===== config.mk =====
export PLATFORM = sky130hd
export DESIGN_NAME = imem_prefetch_buf_flat
export DESIGN_NICKNAME = d
export VERILOG_FILES = /design/src/rtl/imem_prefetch_buf_if.sv /design/src/rtl/imem_prefetch_buf.sv /design/src/flat_wrapper.sv
export SDC_FILE = /design/constraint.sdc
export NUM_CORES = 1
export LEC_CHECK = 0
export ABC_AREA = 1
export CORE_MARGIN = 2
export CORE_UTILIZATION = 50
export DETAILED_ROUTE_END_ITERATION = 12
export PLACE_DENSITY = 0.76
export SLEW_MARGIN = 5
export SYNTH_ARGS = -nofsm -noshare
export SYNTH_HDL_FRONTEND = slang
export SYNTH_SLANG_ARGS = --single-unit

===== constraint.sdc =====
create_clock -name clk -period 12.3 [get_ports clk]
set_input_delay 3.075 -clock clk [delete_from_list [all_inputs] [get_ports clk]]
set_output_delay 3.075 -clock clk [all_outputs]
set_load 0.02 [all_outputs]

===== src/rtl/imem_prefetch_buf_if.sv =====
// Bundle of core-facing fetch, redirect and instruction-memory signals for the
// prefetch buffer. The slave modport is the buffer; the master modport is its environment.
interface imem_prefetch_buf_if #(
  parameter int DEPTH = 4
);
  logic                     redirect_i;
  logic [31:0]              redirect_pc_i;
  logic                     fetch_valid_o;
  logic [31:0]              fetch_instr_o;
  logic [31:0]              fetch_pc_o;
  logic                     fetch_ready_i;
  logic                     mem_r_en_o;
  logic [31:0]              mem_addr_o;
  logic [31:0]              mem_rdata_i;
  logic [$clog2(DEPTH):0]   occupancy_o;

  modport slave (
    input  redirect_i,
    input  redirect_pc_i,
    input  fetch_ready_i,
    input  mem_rdata_i,
    output fetch_valid_o,
    output fetch_instr_o,
    output fetch_pc_o,
    output mem_r_en_o,
    output mem_addr_o,
    output occupancy_o
  );

  modport master (
    output redirect_i,
    output redirect_pc_i,
    output fetch_ready_i,
    output mem_rdata_i,
    input  fetch_valid_o,
    input  fetch_instr_o,
    input  fetch_pc_o,
    input  mem_r_en_o,
    input  mem_addr_o,
    input  occupancy_o
  );
endinterface


===== src/rtl/imem_prefetch_buf.sv =====
// Instruction prefetch buffer: streams sequential fetches from a 1-cycle-latency
// memory into a small FIFO of {pc, instr}, flushing on redirect or reset.
module imem_prefetch_buf #(
  parameter int          DEPTH    = 4,
  parameter logic [31:0] RESET_PC = 32'h0000_0000
) (
  input  logic                clk,
  input  logic                rst,
  imem_prefetch_buf_if.slave  bus
);

  localparam int AW = $clog2(DEPTH);
  localparam int CW = AW + 1;
  localparam logic [CW:0] DEPTH_L = (CW+1)'(DEPTH);

  if (DEPTH < 2 || DEPTH > 16 || (DEPTH & (DEPTH - 1)) != 0) begin : g_bad_depth
    $error("imem_prefetch_buf: DEPTH must be a power of two in 2..16");
  end

  typedef logic [AW-1:0] ptr_t;

  logic [31:0]   next_pc_q, next_pc_d;
  logic          inflight_q, inflight_d;
  logic [31:0]   inflight_pc_q, inflight_pc_d;
  ptr_t          wr_ptr_q, wr_ptr_d;
  ptr_t          rd_ptr_q, rd_ptr_d;
  logic [CW-1:0] count_q, count_d;
  logic [63:0]   fifo_q [DEPTH];

  logic          flush;
  logic [CW:0]   pending;
  logic          issue;
  logic          push;
  logic          valid;
  logic          pop;
  logic [63:0]   head;

  assign flush   = rst | bus.redirect_i;
  // Outstanding read counts against capacity so a return can never overflow.
  assign pending = {1'b0, count_q} + {{CW{1'b0}}, inflight_q};
  assign issue   = !flush && (pending < DEPTH_L);
  assign push    = inflight_q && !flush;
  assign valid   = !flush && (count_q != '0);
  assign pop     = valid && bus.fetch_ready_i;
  assign head    = fifo_q[rd_ptr_q];

  assign bus.mem_r_en_o    = issue;
  assign bus.mem_addr_o    = rst ? RESET_PC : next_pc_q;
  assign bus.fetch_valid_o = valid;
  assign bus.fetch_pc_o    = head[63:32];
  assign bus.fetch_instr_o = head[31:0];
  assign bus.occupancy_o   = rst ? '0 : count_q;

  always_comb begin
    next_pc_d     = next_pc_q;
    inflight_d    = 1'b0;
    inflight_pc_d = inflight_pc_q;
    wr_ptr_d      = wr_ptr_q;
    rd_ptr_d      = rd_ptr_q;
    count_d       = count_q;
    if (bus.redirect_i) begin
      next_pc_d = {bus.redirect_pc_i[31:2], 2'b00};
      wr_ptr_d  = '0;
      rd_ptr_d  = '0;
      count_d   = '0;
    end else begin
      if (issue) begin
        next_pc_d     = next_pc_q + 32'd4;
        inflight_d    = 1'b1;
        inflight_pc_d = next_pc_q;
      end
      if (push) begin
        wr_ptr_d = wr_ptr_q + AW'(1);
      end
      if (pop) begin
        rd_ptr_d = rd_ptr_q + AW'(1);
      end
      case ({push, pop})
        2'b10:   count_d = count_q + CW'(1);
        2'b01:   count_d = count_q - CW'(1);
        default: count_d = count_q;
      endcase
    end
  end

  // Control state: reset wins over redirect, which is already folded into _d.
  always_ff @(posedge clk) begin
    if (rst) begin
      next_pc_q  <= RESET_PC;
      inflight_q <= 1'b0;
      wr_ptr_q   <= '0;
      rd_ptr_q   <= '0;
      count_q    <= '0;
    end else begin
      next_pc_q  <= next_pc_d;
      inflight_q <= inflight_d;
      wr_ptr_q   <= wr_ptr_d;
      rd_ptr_q   <= rd_ptr_d;
      count_q    <= count_d;
    end
  end

  always_ff @(posedge clk) begin
    inflight_pc_q <= inflight_pc_d;
    if (push) begin
      fifo_q[wr_ptr_q] <= {inflight_pc_q, bus.mem_rdata_i};
    end
  end

endmodule


===== src/flat_wrapper.sv =====
// flat-port wrapper written by rule: the top's interface ports become plain ports
module imem_prefetch_buf_flat 
#(
  parameter int          DEPTH    = 4,
  parameter logic [31:0] RESET_PC = 32'h0000_0000
)
  (clk, rst, bus_redirect_i, bus_redirect_pc_i, bus_fetch_ready_i, bus_mem_rdata_i, bus_fetch_valid_o, bus_fetch_instr_o, bus_fetch_pc_o, bus_mem_r_en_o, bus_mem_addr_o, bus_occupancy_o);
  imem_prefetch_buf_if #(.DEPTH(DEPTH)) bus_i ();
  input  logic clk;
  input  logic rst;
  input wire logic [$bits(bus_i.redirect_i)-1:0] bus_redirect_i;
  input wire logic [$bits(bus_i.redirect_pc_i)-1:0] bus_redirect_pc_i;
  input wire logic [$bits(bus_i.fetch_ready_i)-1:0] bus_fetch_ready_i;
  input wire logic [$bits(bus_i.mem_rdata_i)-1:0] bus_mem_rdata_i;
  output wire logic [$bits(bus_i.fetch_valid_o)-1:0] bus_fetch_valid_o;
  output wire logic [$bits(bus_i.fetch_instr_o)-1:0] bus_fetch_instr_o;
  output wire logic [$bits(bus_i.fetch_pc_o)-1:0] bus_fetch_pc_o;
  output wire logic [$bits(bus_i.mem_r_en_o)-1:0] bus_mem_r_en_o;
  output wire logic [$bits(bus_i.mem_addr_o)-1:0] bus_mem_addr_o;
  output wire logic [$bits(bus_i.occupancy_o)-1:0] bus_occupancy_o;
  assign bus_i.redirect_i = bus_redirect_i;
  assign bus_i.redirect_pc_i = bus_redirect_pc_i;
  assign bus_i.fetch_ready_i = bus_fetch_ready_i;
  assign bus_i.mem_rdata_i = bus_mem_rdata_i;
  assign bus_fetch_valid_o = bus_i.fetch_valid_o;
  assign bus_fetch_instr_o = bus_i.fetch_instr_o;
  assign bus_fetch_pc_o = bus_i.fetch_pc_o;
  assign bus_mem_r_en_o = bus_i.mem_r_en_o;
  assign bus_mem_addr_o = bus_i.mem_addr_o;
  assign bus_occupancy_o = bus_i.occupancy_o;
  imem_prefetch_buf #(.DEPTH(DEPTH), .RESET_PC(RESET_PC)) u_core (.clk(clk), .rst(rst), .bus(bus_i));
endmodule

[Word level (Yosys, flattened, before mapping)]
Memories as Yosys holds them, arrays and structs flattened. A register that Yosys moved wholly into a read port is not among the register bits.
Index checks and enable logic that the tools add are counted.
Cells by class
  $add $sub $neg: 6
  order comparisons: 1
  equality and inequality tests: 2
  multiplexer cells: 10
  bitwise gates (word level): 2
  reductions and logical operators: 10
Operator list (count)
  $mux 32: 3
  $add 32x3->32 const B: 1
  $pmux 3 s2: 1
  $add 2x1->2 const B: 2
  $add 3x1->4: 1
  $logic_and 1x1->1: 4
  $lt 4x3->1 const B: 1
  $mux 2: 2
  $reduce_bool 2->1: 2
  $add 3x1->3 const B: 1
  $mux 1: 3
  $mux 3: 1
  $reduce_bool 3->1: 1
  $sub 3x1->3 const B: 1
  $eq 2x1->1 const B: 1
  $eq 2x2->1 const B: 1
  $reduce_and 2->1: 1
  $reduce_or 2->1: 1
  $logic_not 1->1: 1
  $not 1->1: 1
  $or 1x1->1: 1
Word-level totals
  flip-flop bits (word level): 72
  memory bits (writable): 256
  logic and storage cells: 39
  memories: 1
Memories
  u_core.fifo_q: depth 4, width 64, read ports 1, clocked after memory_dff 1, write ports 1, RTL line imem_prefetch_buf.sv:28  | logic [63:0] fifo_q [DEPTH];

[Logic depth before layout (Yosys ltp)]
Gate-level depths: netlist of run 1.
  depth after elaboration: 6
  gate-level depth with buffers: 11

[Worst setup path before layout of run 1]
Ideal clock, no wire load.
  kind: input-to-output
  start point: input port rst
  end point: output port bus_fetch_valid_o
  data arrival time: 3.849 ns
  data required time: 9.225 ns
  path slack: 5.376 ns
  stages on the path: 4
  buffers on the path: 1
  cell sequence: buf_6 -> nor2_4 -> inv_1 -> a31oi_1
Between the ends
  cells in the longest elaborated chain, start to end: 3
RTL lines
  from (decl): RTL line flat_wrapper.sv:10  | input logic rst;
  $or 1x1->1: RTL line imem_prefetch_buf.sv:38  | assign flush = rst | bus.redirect_i;
  $logic_not 1->1: RTL line imem_prefetch_buf.sv:43  | assign valid = !flush && (count_q != '0);
  $logic_and 1x1->1: RTL line imem_prefetch_buf.sv:43
  to (decl): RTL line flat_wrapper.sv:15  | output wire logic [$bits(bus_i.fetch_valid_o)-1:0] bus_fetch_valid_o;
No other way between the ends.

[Final worst setup path of run 1]
  start point: input port bus_redirect_i
  end point: output port bus_mem_r_en_o
Between the ends
  cells in the longest elaborated chain, start to end: 3
RTL lines
  from (decl): RTL line flat_wrapper.sv:11  | input wire logic [$bits(bus_i.redirect_i)-1:0] bus_redirect_i;
  $or 1x1->1: RTL line imem_prefetch_buf.sv:38
  $logic_not 1->1: RTL line imem_prefetch_buf.sv:41  | assign issue = !flush && (pending < DEPTH_L);
  $logic_and 1x1->1: RTL line imem_prefetch_buf.sv:41
  to (decl): RTL line flat_wrapper.sv:18  | output wire logic [$bits(bus_i.mem_r_en_o)-1:0] bus_mem_r_en_o;
No other way between the ends.

==> flow_metrics.env, run 1 <==
export IMPL_fmax_mhz=120
export IMPL_grt_usage=0.208
export IMPL_clkLatencyLatePin_ns=0.50
export IMPL_syn_area_mm2=0.0129
export IMPL_tns_ns=0
export IMPL_relSlewSlack=0.331
export IMPL_dp_hpwl_mm=16.7
export IMPL_worstPathMaxFanout=32
export IMPL_nets=1335
export IMPL_reg2reg_slack_ns=10.27
export IMPL_worstPathRequired_ns=9.22
export IMPL_async_reset_ff_frac=0
export IMPL_antenna_diode_count=0
export IMPL_die_w_um=165
export IMPL_final_common_cell="edfxtp_1"
export IMPL_clockRootBuffer="clkbuf_16"
export IMPL_clock_skew_final_ns=0.0127
export IMPL_max_stage_delay_ns=0.72
export IMPL_wl_mm=28.6
export IMPL_drtPass1Iterations=5
export IMPL_p_per_area_mw_per_mm2=144
export IMPL_hold_viol=0
export IMPL_cp_common_cell="clkdlybuf4s50_1"
export IMPL_grt_pass1_wl_mm=43.8
export IMPL_gp_congestion=0.921
export IMPL_postLayoutCoreUtil=0.628
export IMPL_rsz0062_at_grt="no"
export IMPL_path_cells="clkdlybuf4s50_1 -> buf_4 -> nor2_4 -> nand3_4 -> inv_2 -> clkdlybuf4s50_1"
export IMPL_ys_seq_area_frac=0.710
export IMPL_antenna_found_initial=0
export IMPL_avgSynthCellArea_um2=11.6
export IMPL_power_leakage_nw=5.41
export IMPL_drv_cap=0
export IMPL_crit_type="in2out"
export IMPL_fillers=1915
export IMPL_cts_buffers=34
export IMPL_period_share=0.675
export IMPL_first_global_vias=8554
export IMPL_final_cell_mix="edfxtp_1 (278), nor2_1 (191), clkdlybuf4s50_1 (161), o21ai_0 (142), nand2_1 (115)"
export IMPL_pre_cts_ws_ns=4.02
export IMPL_ys_ff_latch=318
export IMPL_use_met1=0.273
export IMPL_min_path_type="reg2reg"
export IMPL_grt_met3_usage=0.0414
export IMPL_avgViaCountPerCell=5.39
export IMPL_cts_setup_buffers=0
export IMPL_drive_gt1_frac=0.0896
export IMPL_dieArea_mm2=0.0271
export IMPL_cts_sinks=318
export IMPL_arrival_ns=5.23
export IMPL_grt_max_degree=71
export IMPL_cts_resized_gates=0
export IMPL_io_buffers=162
export IMPL_status="completed"
export IMPL_drtIter0Drc=660
export IMPL_yosys_warnings=0
export IMPL_end_kind="primary output"
export IMPL_areaGrowthSynthToFinish_pct=23.0
export IMPL_vias=8691
export IMPL_tritoncts="yes"
export IMPL_rows=58
export IMPL_worst_path_max_delay_cell="clkdlybuf4s50_1"
export IMPL_r2r_start="u_core.inflight_q"
export IMPL_synth_edf_count=278
export IMPL_worstHoldStart="u_core.next_pc_q[31]"
export IMPL_wire_per_inst_um=17.7
export IMPL_drv_slew=0
export IMPL_cts_htree_levels=2
export IMPL_fp_coreArea_mm2=0.0253
export IMPL_worstSetupStartpoint="bus_redirect_i"
export IMPL_worst_pin_slew_ns=1.00
export IMPL_io_pins=169
export IMPL_ys_types=34
export IMPL_grt_use_met2=0.350
export IMPL_worstSetupStartpointType="input port"
export IMPL_vdd_ir_drop_max_mv=0.0812
export IMPL_synth_top_flop_cell="edfxtp_1"
export IMPL_die_h_um=165
export IMPL_drcViolationCount=0
export IMPL_synth_cells=1107
export IMPL_ant_nets=0
export IMPL_gr_max_usage_layer="met2"
export IMPL_finalCriticalPeriod_ns=8.31
export IMPL_hold_buffers=0
export IMPL_initial_utilization=0.510
export IMPL_path_clk_slew_ns=0.06
export IMPL_grt_ovfl_total=0
export IMPL_layout_setup_ws_ns=3.99
export IMPL_finalPower_mw=2.28
export IMPL_setup_viol=0
export IMPL_clockBufferDepth=3
==> power by group <==
part           leakage [nW]  internal (mW)  switching, mW
logic                  2.03         0.0457         0.0590
clock network         0.522          0.574          0.393
registers              2.85           1.19         0.0167
==> routing by layer <==
layer	part of all wire	wire length (um)
met5	0	0
met4	0.020	585
met3	0.077	2200
met2	0.47	13400
met1	0.43	12400
==> kinds of logic after synthesis <==
family / share of synthesized area
and+or+nand+nor: 0.123
DFF: 0.710
AOI/OAI and AO/OA: 0.110
buffers and inverters: 0.0446
xor gates and xnor gates: 0.00544
adders and majority gates: 0.00738
other: 0.000291
==> synth_stat cells, types with 2 or more instances <==
cell	instances	area [um^2]
a21oi_1	26	130
a21oi_2	2	17.5
a22oi_1	2	15.0
a31oi_1	6	37.5
buf_2	10	50.1
buf_4	8	60.1
clkbuf_1	40	150
dfxtp_1	40	801
edfxtp_1	278	8350
ha_1	6	75.1
inv_1	62	233
inv_2	19	71.3
nand2_1	115	432
nand2_2	3	18.8
nand2_4	4	45.0
nand3_1	35	175
nand3_2	2	20.0
nor2_1	195	732
nor2_2	6	37.5
nor2_4	8	90.1
o21ai_0	142	711
o21ai_1	19	95.1
o22ai_1	62	388
xor2_1	7	61.3
==> sequential cells by signal, summed over array words and instances, names as in the netlist, named ones only <==
name / count
u_core.count_q: 3
u_core.fifo_q: 248
u_core.inflight_pc_q: 30
u_core.inflight_q: 1
u_core.next_pc_q: 30
u_core.rd_ptr_q: 2
u_core.wr_ptr_q: 2
==> final timing paths <==
check                        endpoint  depth (start not counted)
max                    bus_mem_r_en_o                          6
min          u_core.inflight_pc_q[31]                          0
max reg2reg       u_core.fifo_q[3][8]                          3
min reg2reg  u_core.inflight_pc_q[31]                          0
==> critical path: cells and delay by family <==
| kind | cells | cell delay [ns] |
|---|---|---|
| buffers and inverters | 4 | 1.80 |
| AND/OR/NAND/NOR | 2 | 0.32 |
==> stage by stage <==
step | cell area, um^2 | hold slack [ns] | instances
after CTS | 15900 | 0.468 | 1613
after global placement | 14800 | 0.452 | 1554
after global routing | 15900 | 0.505 | 1613
after detailed placement | 14800 | 0.455 | 1554
after floorplan | 12900 | 0.431 | 1110
final | 15900 | 0.468 | 1613
==> final cells by class <==
cell class / instances / area, um^2 / area share
sequential: 318 / 9150 / 0.577
multi-input combinational: 652 / 3210 / 0.202
timing repair buffer: 173 / 1700 / 0.107
clock buffer: 43 / 958 / 0.0604
tap: 330 / 413 / 0.0260
inverter: 81 / 305 / 0.0193
clock inverter: 16 / 118 / 0.00742
Power figures use the tool's default switching activity.
==> run 2, diff against run 1 <==
- PLACE_DENSITY: 0.76 -> 0.79
- clock period: 12.3 -> 6.8 ns (I/O delays scaled with it)
==> flow_metrics.env, run 2 (synthesis results as in run 1) <==
export IMPL_status="completed"
export IMPL_seqPwrFrac=0.531
export IMPL_tritoncts="yes"
export IMPL_areaGrowthSynthToFinish_pct=23.1
export IMPL_cts_htree_levels=1
export IMPL_fmax_mhz=186
export IMPL_min_path_type="reg2reg"
export IMPL_finalCriticalPeriod_ns=5.39
export IMPL_worstPathRequired_ns=5.10
export IMPL_reg2reg_slack_ns=4.36
export IMPL_cp_common_cell="clkdlybuf4s50_1"
export IMPL_drtPass1Iterations=5
export IMPL_hold_viol=0
export IMPL_r2r_cells=3
export IMPL_p_per_area_mw_per_mm2=259
export IMPL_cts_setup_buffers=0
export IMPL_top_regs="u_core.fifo_q (248), u_core.inflight_pc_q (30), u_core.next_pc_q (30)"
export IMPL_setup_viol=0
export IMPL_grt_pass1_wl_mm=42.8
export IMPL_regMostFlops="u_core.fifo_q"
export IMPL_wl_mm=27.9
export IMPL_worstSetupStartpoint="bus_redirect_i"
export IMPL_cts_buffers=31
export IMPL_worst_pin_slew_ns=1.18
export IMPL_combinationalPowerShare=0.046
export IMPL_clockBufferDepth=3
export IMPL_place_inst=1559
export IMPL_dp_hpwl_mm=17.5
export IMPL_pre_cts_ws_ns=1.42
export IMPL_antenna_found_initial=0
export IMPL_gp_congestion=0.874
export IMPL_arrival_ns=3.69
export IMPL_cts_resized_gates=0
export IMPL_hold_buffers=0
export IMPL_clkLatencyLatePin_ns=0.55
export IMPL_crit_type="in2out"
export IMPL_drive_gt1_frac=0.0902
export IMPL_drcViolationCount=0
export IMPL_p_sw_mw=0.818
export IMPL_power_leakage_nw=5.43
export IMPL_instances_no_fill=1616
export IMPL_r2r_start="u_core.inflight_q"
export IMPL_ant_nets=0
export IMPL_r2r_end="u_core.fifo_q[2][1]"
export IMPL_die_w_um=165
export IMPL_end_kind="primary output"
export IMPL_worstPathMaxFanout=30
export IMPL_largest_reg_flops=248
export IMPL_worstSetupStartpointType="input port"
export IMPL_antenna_diode_count=0
export IMPL_rows=58
export IMPL_avgViaCountPerCell=5.32
export IMPL_final_common_cell="edfxtp_1"
export IMPL_vias=8593
export IMPL_path_cells="clkdlybuf4s50_1 -> nor2_4 -> nand3_4 -> inv_2 -> clkdlybuf4s50_1"
export IMPL_swShare=0.199
export IMPL_io_pins=169
export IMPL_dieArea_mm2=0.0271
export IMPL_initial_utilization=0.510
export IMPL_worst_path_max_delay_cell="clkdlybuf4s50_1"
export IMPL_finalPower_mw=4.11
export IMPL_drv_cap=0
export IMPL_period_share=0.792
export IMPL_relSlewSlack=0.210
export IMPL_crit_path_end="bus_mem_r_en_o"
export IMPL_grt_max_degree=65
export IMPL_io_buffers=162
export IMPL_nets=1337
export IMPL_die_h_um=165
export IMPL_clkPwrFrac=0.422
export IMPL_vdd_ir_drop_max_mv=0.160
export IMPL_p_int_mw=3.29
export IMPL_rsz0062_at_grt="no"
export IMPL_tns_ns=0
export IMPL_clockRootBuffer="clkbuf_16"
export IMPL_path_clk_slew_ns=0.06
export IMPL_layout_setup_ws_ns=1.41
export IMPL_clock_skew_final_ns=0.0103
export IMPL_drv_slew=0
export IMPL_max_stage_delay_ns=0.72
export IMPL_first_global_vias=8143
export IMPL_drtIter0Drc=673
export IMPL_wire_per_inst_um=17.3
export IMPL_cts_sinks=318
export IMPL_grt_ovfl_total=0
export IMPL_grt_usage=0.204
export IMPL_final_cell_mix="edfxtp_1 (278), nor2_1 (191), clkdlybuf4s50_1 (161), o21ai_0 (142), nand2_1 (115)"
export IMPL_fp_coreArea_mm2=0.0253
==> run 2: worst min path at each step <==
stage,start,endpoint,slack (ns),depth (start not counted)
4_1_cts,u_core.next_pc_q[31],u_core.inflight_pc_q[31],0.47,0
2_1_floorplan,u_core.next_pc_q[31],u_core.inflight_pc_q[31],0.43,0
5_1_grt,u_core.next_pc_q[31],u_core.inflight_pc_q[31],0.49,0
3_3_place_gp,u_core.count_q[0],u_core.count_q[0],0.46,1
3_5_place_dp,u_core.next_pc_q[31],u_core.inflight_pc_q[31],0.46,0
6_report,u_core.next_pc_q[31],u_core.inflight_pc_q[31],0.47,0
==> run 2: worst max-delay path, delay by kind of cell <==
kind | cells | cell delay [ns]
AND/OR/NAND/NOR | 2 | 0.34
buffers and inverters | 3 | 1.63
==> run 2: layout make-up <==
cell class	count	area (um^2)
clock inverters	19	221
repair buffers	178	1740
inverters	81	305
multi-input cells	652	3210
well taps	330	413
fillers	1962	9380
clock buffers	38	832
flip-flops and latches	318	9150
==> run 2: power groups by stage <==
stage	registers [mW]	logic [mW]	clock network (mW)
3_5_place_dp	2.22	0.188	0
6_report	2.18	0.189	1.73
2_1_floorplan	2.21	0.0966	0
5_1_grt	2.19	0.207	1.83
4_1_cts	2.18	0.190	1.76
3_3_place_gp	2.22	0.186	0
==> run 2: through the flow <==
| step | cell area (um^2) | hold slack [ns] | util |
|---|---|---|---|
| floorplan | 12900 | 0.431 | - |
| global placement | 14800 | 0.456 | 0.587 |
| detailed placement | 14800 | 0.459 | 0.587 |
| CTS | 15900 | 0.470 | 0.628 |
| global route | 15900 | 0.491 | 0.628 |
| finish | 15900 | 0.475 | 0.628 |
==> run 2: layer usage <==
| layer | vias up | share of wire | track usage | routed length [um] |
|---|---|---|---|---|
| li1 | 4186 | - | - | - |
| met1 | 4027 | 0.43 | 0.271 | 11900 |
| met2 | 329 | 0.47 | 0.341 | 13100 |
| met3 | 51 | 0.078 | 0.0437 | 2190 |
| met4 | 0 | 0.025 | 0.0569 | 696 |
| met5 | - | 0 | 0 | 0 |
